File: src/rtl/acquisition_sequencer.sv
// ADC acquisition sequencer: arm on run/single, capture NUM_SAMPLES after a trigger,
// hand the buffer to the UART serializer for SEND_TICKS baud ticks, then hold off and re-arm.
module acquisition_sequencer #(
  parameter int NUM_SAMPLES      = 2000,
  parameter int ADDR_W           = 11,
  parameter int SEND_TICKS       = 72037,
  parameter int HOLDOFF_CYCLES   = 1000,
  parameter int AUTO_TRIG_CYCLES = 0
) (
  input  logic              clk,
  input  logic              reset_n,
  input  logic              run,
  input  logic              single,
  input  logic              abort,
  input  logic              trigger,
  input  logic              sample_valid,
  input  logic              baud_tick,
  output logic              acquire,
  output logic              wr_en,
  output logic [ADDR_W-1:0] wr_addr,
  output logic [15:0]       wave_number,
  output logic              busy,
  output logic [2:0]        state,
  output logic [7:0]        missed_trig
);

  typedef enum logic [2:0] {
    S_IDLE    = 3'd0,
    S_ARM     = 3'd1,
    S_CAPTURE = 3'd2,
    S_SEND    = 3'd3,
    S_HOLDOFF = 3'd4
  } state_t;

  localparam int ARM_W  = (AUTO_TRIG_CYCLES > 1) ? $clog2(AUTO_TRIG_CYCLES) : 1;
  localparam int TICK_W = (SEND_TICKS > 1)       ? $clog2(SEND_TICKS)       : 1;
  localparam int HOLD_W = (HOLDOFF_CYCLES > 1)   ? $clog2(HOLDOFF_CYCLES)   : 1;

  localparam logic [ARM_W-1:0]  ARM_LAST  = ARM_W'((AUTO_TRIG_CYCLES > 0) ? AUTO_TRIG_CYCLES - 1 : 0);
  localparam logic [ADDR_W-1:0] SAMP_LAST = ADDR_W'(NUM_SAMPLES - 1);
  localparam logic [TICK_W-1:0] TICK_LAST = TICK_W'(SEND_TICKS - 1);
  localparam logic [HOLD_W-1:0] HOLD_LAST = HOLD_W'(HOLDOFF_CYCLES - 1);

  state_t              cur, nxt;
  logic [ARM_W-1:0]    arm_cnt;
  logic [ADDR_W-1:0]   samp_cnt;
  logic [TICK_W-1:0]   tick_cnt;
  logic [HOLD_W-1:0]   hold_cnt;
  logic                single_q;
  logic                trig_q;

  logic                trig_edge, auto_fire, last_sample, last_tick, hold_done;

  logic                acquire_d, wr_en_d, busy_d;
  logic [ADDR_W-1:0]   wr_addr_d;
  logic [15:0]         wave_d;
  logic [7:0]          missed_d;

  assign trig_edge   = trigger & ~trig_q;
  assign auto_fire   = (AUTO_TRIG_CYCLES != 0) && (arm_cnt == ARM_LAST);
  assign last_sample = sample_valid && (samp_cnt == SAMP_LAST);
  assign last_tick   = baud_tick && (tick_cnt == TICK_LAST);
  assign hold_done   = (hold_cnt == HOLD_LAST);
  assign state       = cur;

  // State and counters; counters reset whenever their state is left, so abort clears them too.
  always_ff @(posedge clk or negedge reset_n) begin
    if (!reset_n) begin
      cur      <= S_IDLE;
      arm_cnt  <= '0;
      samp_cnt <= '0;
      tick_cnt <= '0;
      hold_cnt <= '0;
      single_q <= 1'b0;
      trig_q   <= 1'b0;
    end else begin
      cur      <= nxt;
      trig_q   <= trigger;
      arm_cnt  <= (cur == S_ARM && nxt == S_ARM) ? arm_cnt + 1'b1 : '0;
      samp_cnt <= (cur == S_CAPTURE && nxt == S_CAPTURE) ? samp_cnt + ADDR_W'(sample_valid) : '0;
      tick_cnt <= (cur == S_SEND && nxt == S_SEND) ? tick_cnt + TICK_W'(baud_tick) : '0;
      hold_cnt <= (cur == S_HOLDOFF && nxt == S_HOLDOFF) ? hold_cnt + 1'b1 : '0;
      if (abort || (cur == S_HOLDOFF && nxt != S_HOLDOFF))
        single_q <= 1'b0;
      else if (cur == S_IDLE && single && !run)
        single_q <= 1'b1;
    end
  end

  always_comb begin
    nxt = cur;
    if (abort) begin
      nxt = S_IDLE;
    end else begin
      case (cur)
        S_IDLE:    if (run || single)          nxt = S_ARM;
        S_ARM:     if (trig_edge || auto_fire) nxt = S_CAPTURE;
        S_CAPTURE: if (last_sample)            nxt = S_SEND;
        S_SEND:    if (last_tick)              nxt = S_HOLDOFF;
        // A single-shot cycle ends in IDLE even if run rose meanwhile; IDLE re-arms on run next cycle.
        S_HOLDOFF: if (hold_done)              nxt = (run && !single_q) ? S_ARM : S_IDLE;
        default:                               nxt = S_IDLE;
      endcase
    end
  end

  always_comb begin
    acquire_d = (nxt != S_SEND);
    busy_d    = (nxt != S_IDLE);
    wr_en_d   = !abort && (cur == S_CAPTURE) && sample_valid;
    wr_addr_d = wr_addr;
    if (abort || (cur == S_ARM && nxt == S_CAPTURE))
      wr_addr_d = '0;
    else if (wr_en_d)
      wr_addr_d = samp_cnt;
    wave_d    = wave_number + 16'((cur == S_SEND) && (nxt == S_HOLDOFF));
    missed_d  = missed_trig;
    if (!abort && trig_edge && missed_trig != 8'hFF &&
        (cur == S_CAPTURE || cur == S_SEND || cur == S_HOLDOFF))
      missed_d = missed_trig + 8'd1;
  end

  always_ff @(posedge clk or negedge reset_n) begin
    if (!reset_n) begin
      acquire     <= 1'b1;
      wr_en       <= 1'b0;
      wr_addr     <= '0;
      wave_number <= '0;
      busy        <= 1'b0;
      missed_trig <= '0;
    end else begin
      acquire     <= acquire_d;
      wr_en       <= wr_en_d;
      wr_addr     <= wr_addr_d;
      wave_number <= wave_d;
      busy        <= busy_d;
      missed_trig <= missed_d;
    end
  end

endmodule
File: config.mk
export PLATFORM = sky130hd
export DESIGN_NAME = acquisition_sequencer
export DESIGN_NICKNAME = d
export VERILOG_FILES = /design/src/rtl/acquisition_sequencer.sv
export SDC_FILE = /design/constraint.sdc
export NUM_CORES = 1
export LEC_CHECK = 0
export ABC_AREA = 1
export BUFFER_PORTS_ARGS = -buffer_cell sky130_fd_sc_hd__buf_4
export CAP_MARGIN = 20
export CORE_UTILIZATION = 40
export CTS_CLUSTER_SIZE = 20
export DETAILED_ROUTE_END_ITERATION = 7
export PLACE_DENSITY_LB_ADDON = 0.05
export SETUP_SLACK_MARGIN = 0.15
export SYNTH_ARGS = -nofsm -noshare
export SYNTH_HDL_FRONTEND = slang
export SYNTH_SLANG_ARGS = --single-unit
export TNS_END_PERCENT = 10
File: constraint.sdc
create_clock -name clk -period 2.89 [get_ports clk]
set_input_delay 0.867 -clock clk [delete_from_list [all_inputs] [get_ports clk]]
set_output_delay 0.867 -clock clk [all_outputs]
set_load 0.005 [all_outputs]
==> parameters.txt <==
Parameter                              Value

Synth
  Post-Syn Area per Cell ... about 9.3 µm²
  Synthesized Nets ... between 400 and 500
  Number of library cell types mapped by synthesis ... 34
  Yosys warns ... 0
  Largest cells by area after synthesis ... sky130_fd_sc_hd__dfrtp_1 (51%), sky130_fd_sc_hd__nand2_1 (6.8%), sky130_fd_sc_hd__nor2_1 (5.4%)
  Combined area of all synthesized cells ... just under 4000 µm²
  Cell type contributing the most total cell area after synthesis ... sky130_fd_sc_hd__dfrtp_1
  Flip-flop and latch count after synthesis ... slightly above 80
  Sequential-to-total area share from yosys stat ... 0.516
  Top cell type's share of synthesized area ... 0.510
  Synth Instances ... 423

Layout
  Most common library cell in the layout ignoring fill and taps ... sky130_fd_sc_hd__dfrtp_1
  Share of post-route cells with drive strength above 1 ... 0.311
  Utilization after layout ... 0.526
  Signed area change from the synthesized netlist to the final layout ... 25.5%
  Antenna diodes ... 0
  Final non-filler cell area ... a little under 5000 µm²
  Net count, final ... around 520
  Highest-count cells in the layout ignoring fill and taps ... sky130_fd_sc_hd__dfrtp_1 (76), sky130_fd_sc_hd__nand2_1 (70), sky130_fd_sc_hd__buf_4 (70), sky130_fd_sc_hd__nor2_1 (47), sky130_fd_sc_hd__inv_1 (45)

STA
  Finish-stage setup viols ... 0
  Worst slew slack as a fraction of its limit ... 0.659
  Final worst path period need ... about 2.5 ns
  Final clock period utilization by the worst path ... 0.881
  Final Max Tran Viols ... 0
  Unrepaired setup endpoints after global routing ... false
  Clock skew after layout ... around 0.009 ns
  Final Hold Fails ... 0
  Slew at the pin closest to its max-slew limit ... 0.512 ns
  Worst hold-check slack ... between 0.4 and 0.5 ns
  Total negative slack for setup checks ... 0 ns
  Fmax ... approximately 0.39 GHz

Clock tree
  Clock tree from TritonCTS ... done
  Worst-Skew Late Latency ... around 0.35 ns
  Clock tree sinks ... between 80 and 90
  H-tree levels ... 3
  Cell at the root of the clock tree ... sky130_fd_sc_hd__clkbuf_8
  Deepest clock path buffer count ... 2
  CTS clock-pin slew for the worst setup and hold paths ... approximately 0.080 ns
  Hold buffer count at CTS ... 0
  Total CTS buffers ... 9

Routing
  Met3 wire len ... around 250 µm
  Average detailed-routed wire length per instance ... between 10 and 15 µm
  Average via count per standard cell ... approximately 4.7
  Routed length on met1 ... just over 4000 µm
  Met2 WL ... 3590 µm
  Number of nets still failing antenna checks after routing ... 0
  Final wirelength ... 8020 µm
  Number of design rule violations left after detail routing ... 0
  Detailed Route Iter0 Violations ... between 80 and 90
  Detailed-routing iteration count for the pre-antenna-repair pass ... 4
  Total number of vias ... approximately 3,000
  Top layer used by detailed routing ... met4

Floorplanning
  Area of the die ... slightly above 10,000 µm²
  X dimension of the die ... a little over 100 µm
  Core Area ... around 9400 µm²
  Die Y-Extent ... around 100 µm
  Starting density of the core ... 0.419
  Cell Rows ... 35
  Io pins ... roughly 50

GRT
  GR Util All Layers ... 0.173
  Gr ovfl total ... 0
  Vias in the first global route ... 2,943
  First-pass GRT wire length ... approximately 14,000 µm
  Maximum number of pins on one net before global-route repair ... between 40 and 50
  Initial antenna violation count ... 0

Placed design
  Instance area at placement ... around 4600 µm²
  Quantity of I/O buffers inserted on ports ... 48
  Detailed placement HPWL ... between 5000 and 6000 µm
  Final weighted congestion of routability-driven global placement ... ~0.8

Status
  Result of the run ... complete, no violations

Critical path
  Critical R2R Launch ... tick_cnt[1]
  Critical path origin ... baud_tick
  Startpoint Class ... primary input
  Crit end category ... flop
  Critical path arrival ... ~2.8 ns
  Maximum fanout count along the critical path ... 3
  Data required time of the critical path ... about 3.2 ns
  Critical Setup Path Class ... primary input to flop

Pwr
  Leak ... ~2.3 nW
  Worst IR drop on VDD ... between 0.15 and 0.2 mV
  Pwr per Cell Area ... 446 nW/µm²

Hold path
  Path category of the worst min-delay check ... flop to flop
  Worst hold start ... hold_cnt[0]

Flow run
  Number of max-cap violations ... 0
==> power by group <==
| part | total (W) | switching [W] | internal (W) |
|---|---|---|---|
| clock network | 0.000897 | 0.000415 | 0.000482 |
| registers | 0.00117 | 0.0000173 | 0.00115 |
| logic | 0.000135 | 0.0000806 | 0.0000547 |
==> routing by layer <==
metal  vias up  GRT usage
met4         0     0.0836
li1       1509          -
met3        11     0.0257
met2        44      0.261
met1      1413      0.244
met5         -          0
==> cell families after synthesis <==
kind of cell               after synthesis  synth area share
AOI/OAI and AO/OA                       17            0.0290
adders and majority gates                8            0.0255
and+or+nand+nor                        221             0.283
xor gates and xnor gates                39            0.0870
buffers and inverters                   57            0.0593
DFF                                     81             0.516
==> cell usage after synthesis <==
library cell	n
sky130_fd_sc_hd__a21oi_1	11
sky130_fd_sc_hd__a21oi_2	1
sky130_fd_sc_hd__a21oi_4	1
sky130_fd_sc_hd__a31oi_2	1
sky130_fd_sc_hd__buf_6	2
sky130_fd_sc_hd__clkbuf_1	2
sky130_fd_sc_hd__clkinv_1	1
sky130_fd_sc_hd__clkinv_2	1
sky130_fd_sc_hd__dfrtp_1	80
sky130_fd_sc_hd__dfstp_2	1
sky130_fd_sc_hd__ha_1	8
sky130_fd_sc_hd__inv_1	46
sky130_fd_sc_hd__inv_2	4
sky130_fd_sc_hd__inv_4	1
sky130_fd_sc_hd__nand2_1	71
sky130_fd_sc_hd__nand2_2	2
sky130_fd_sc_hd__nand2_4	2
sky130_fd_sc_hd__nand3_1	29
sky130_fd_sc_hd__nand3_2	1
sky130_fd_sc_hd__nand3_4	1
sky130_fd_sc_hd__nand3b_1	2
sky130_fd_sc_hd__nand4_1	18
sky130_fd_sc_hd__nand4_2	2
sky130_fd_sc_hd__nor2_1	56
sky130_fd_sc_hd__nor2_2	17
sky130_fd_sc_hd__nor3_1	7
sky130_fd_sc_hd__nor3_2	8
sky130_fd_sc_hd__nor3b_1	2
sky130_fd_sc_hd__nor3b_2	3
sky130_fd_sc_hd__o21ai_0	1
sky130_fd_sc_hd__o21ai_2	1
sky130_fd_sc_hd__o21bai_1	1
sky130_fd_sc_hd__xnor2_1	17
sky130_fd_sc_hd__xor2_1	22
==> worst max-delay path, stage by stage <==
cell,delay (ns)
sky130_fd_sc_hd__buf_4,0.10
sky130_fd_sc_hd__nand3_4,0.08
sky130_fd_sc_hd__nor2_4,0.12
sky130_fd_sc_hd__nand2_2,0.07
sky130_fd_sc_hd__o21ai_2,0.12
sky130_fd_sc_hd__nand2_1,0.09
sky130_fd_sc_hd__nor2_2,0.10
sky130_fd_sc_hd__ha_2,0.22
sky130_fd_sc_hd__ha_4,0.14
sky130_fd_sc_hd__nand3_2,0.08
sky130_fd_sc_hd__nor2_2,0.11
sky130_fd_sc_hd__nand2_1,0.08
sky130_fd_sc_hd__nor3b_2,0.22
sky130_fd_sc_hd__nand3_2,0.13
sky130_fd_sc_hd__nor2_1,0.13
sky130_fd_sc_hd__xor2_1,0.15
==> cell type report <==
| type | count | area, µm² |
|---|---|---|
| clock buffers | 10 | 128 |
| flip-flops and latches | 81 | 2030 |
| fillers | 919 | 4440 |
| well taps | 129 | 161 |
| inverters | 53 | 203 |
| clock inverters | 5 | 81.3 |
| repair buffers | 71 | 546 |
| multi-input cells | 285 | 1780 |
==> timing repair <==
action / 4_1_cts / 5_1_grt
buffers inserted: 0 / 8
pin swaps: 0 / 14
resized for setup: 1 / 20
endpoints found under the hold margin: 0 / 0
setup endpoints to repair: 2 / 6
==> sequential cells by signal, summed over array words and instances, names as in the netlist <==
signal,flops
acquire,1
trig_q,1
wave_number,16
missed_trig,8
state,3
samp_cnt,11
busy,1
single_q,1
hold_cnt,10
wr_addr,11
tick_cnt,17
wr_en,1
==> worst paths after layout <==
path	to	slack [ns]	cells past startpoint
setup / recovery	wave_number[14]	0.34	16
hold / removal	hold_cnt[0]	0.46	1
setup reg to reg	wave_number[14]	0.35	16
hold reg to reg	hold_cnt[0]	0.46	1
max in group asynchronous	acquire	1.76	2
min in group asynchronous	hold_cnt[6]	0.48	1
==> per-stage QoR <==
stage | setup slack (ns) | power, W | std cells
finish | 0.343 | 0.00220 | 634
global route | 0.132 | 0.00230 | 634
CTS | 0.178 | 0.00225 | 626
detailed placement | -0.136 | 0.00133 | 611
global placement | -0.0959 | 0.00133 | 611
floorplan | 0.0954 | 0.00125 | 423
Power figures use the tool's default switching activity.
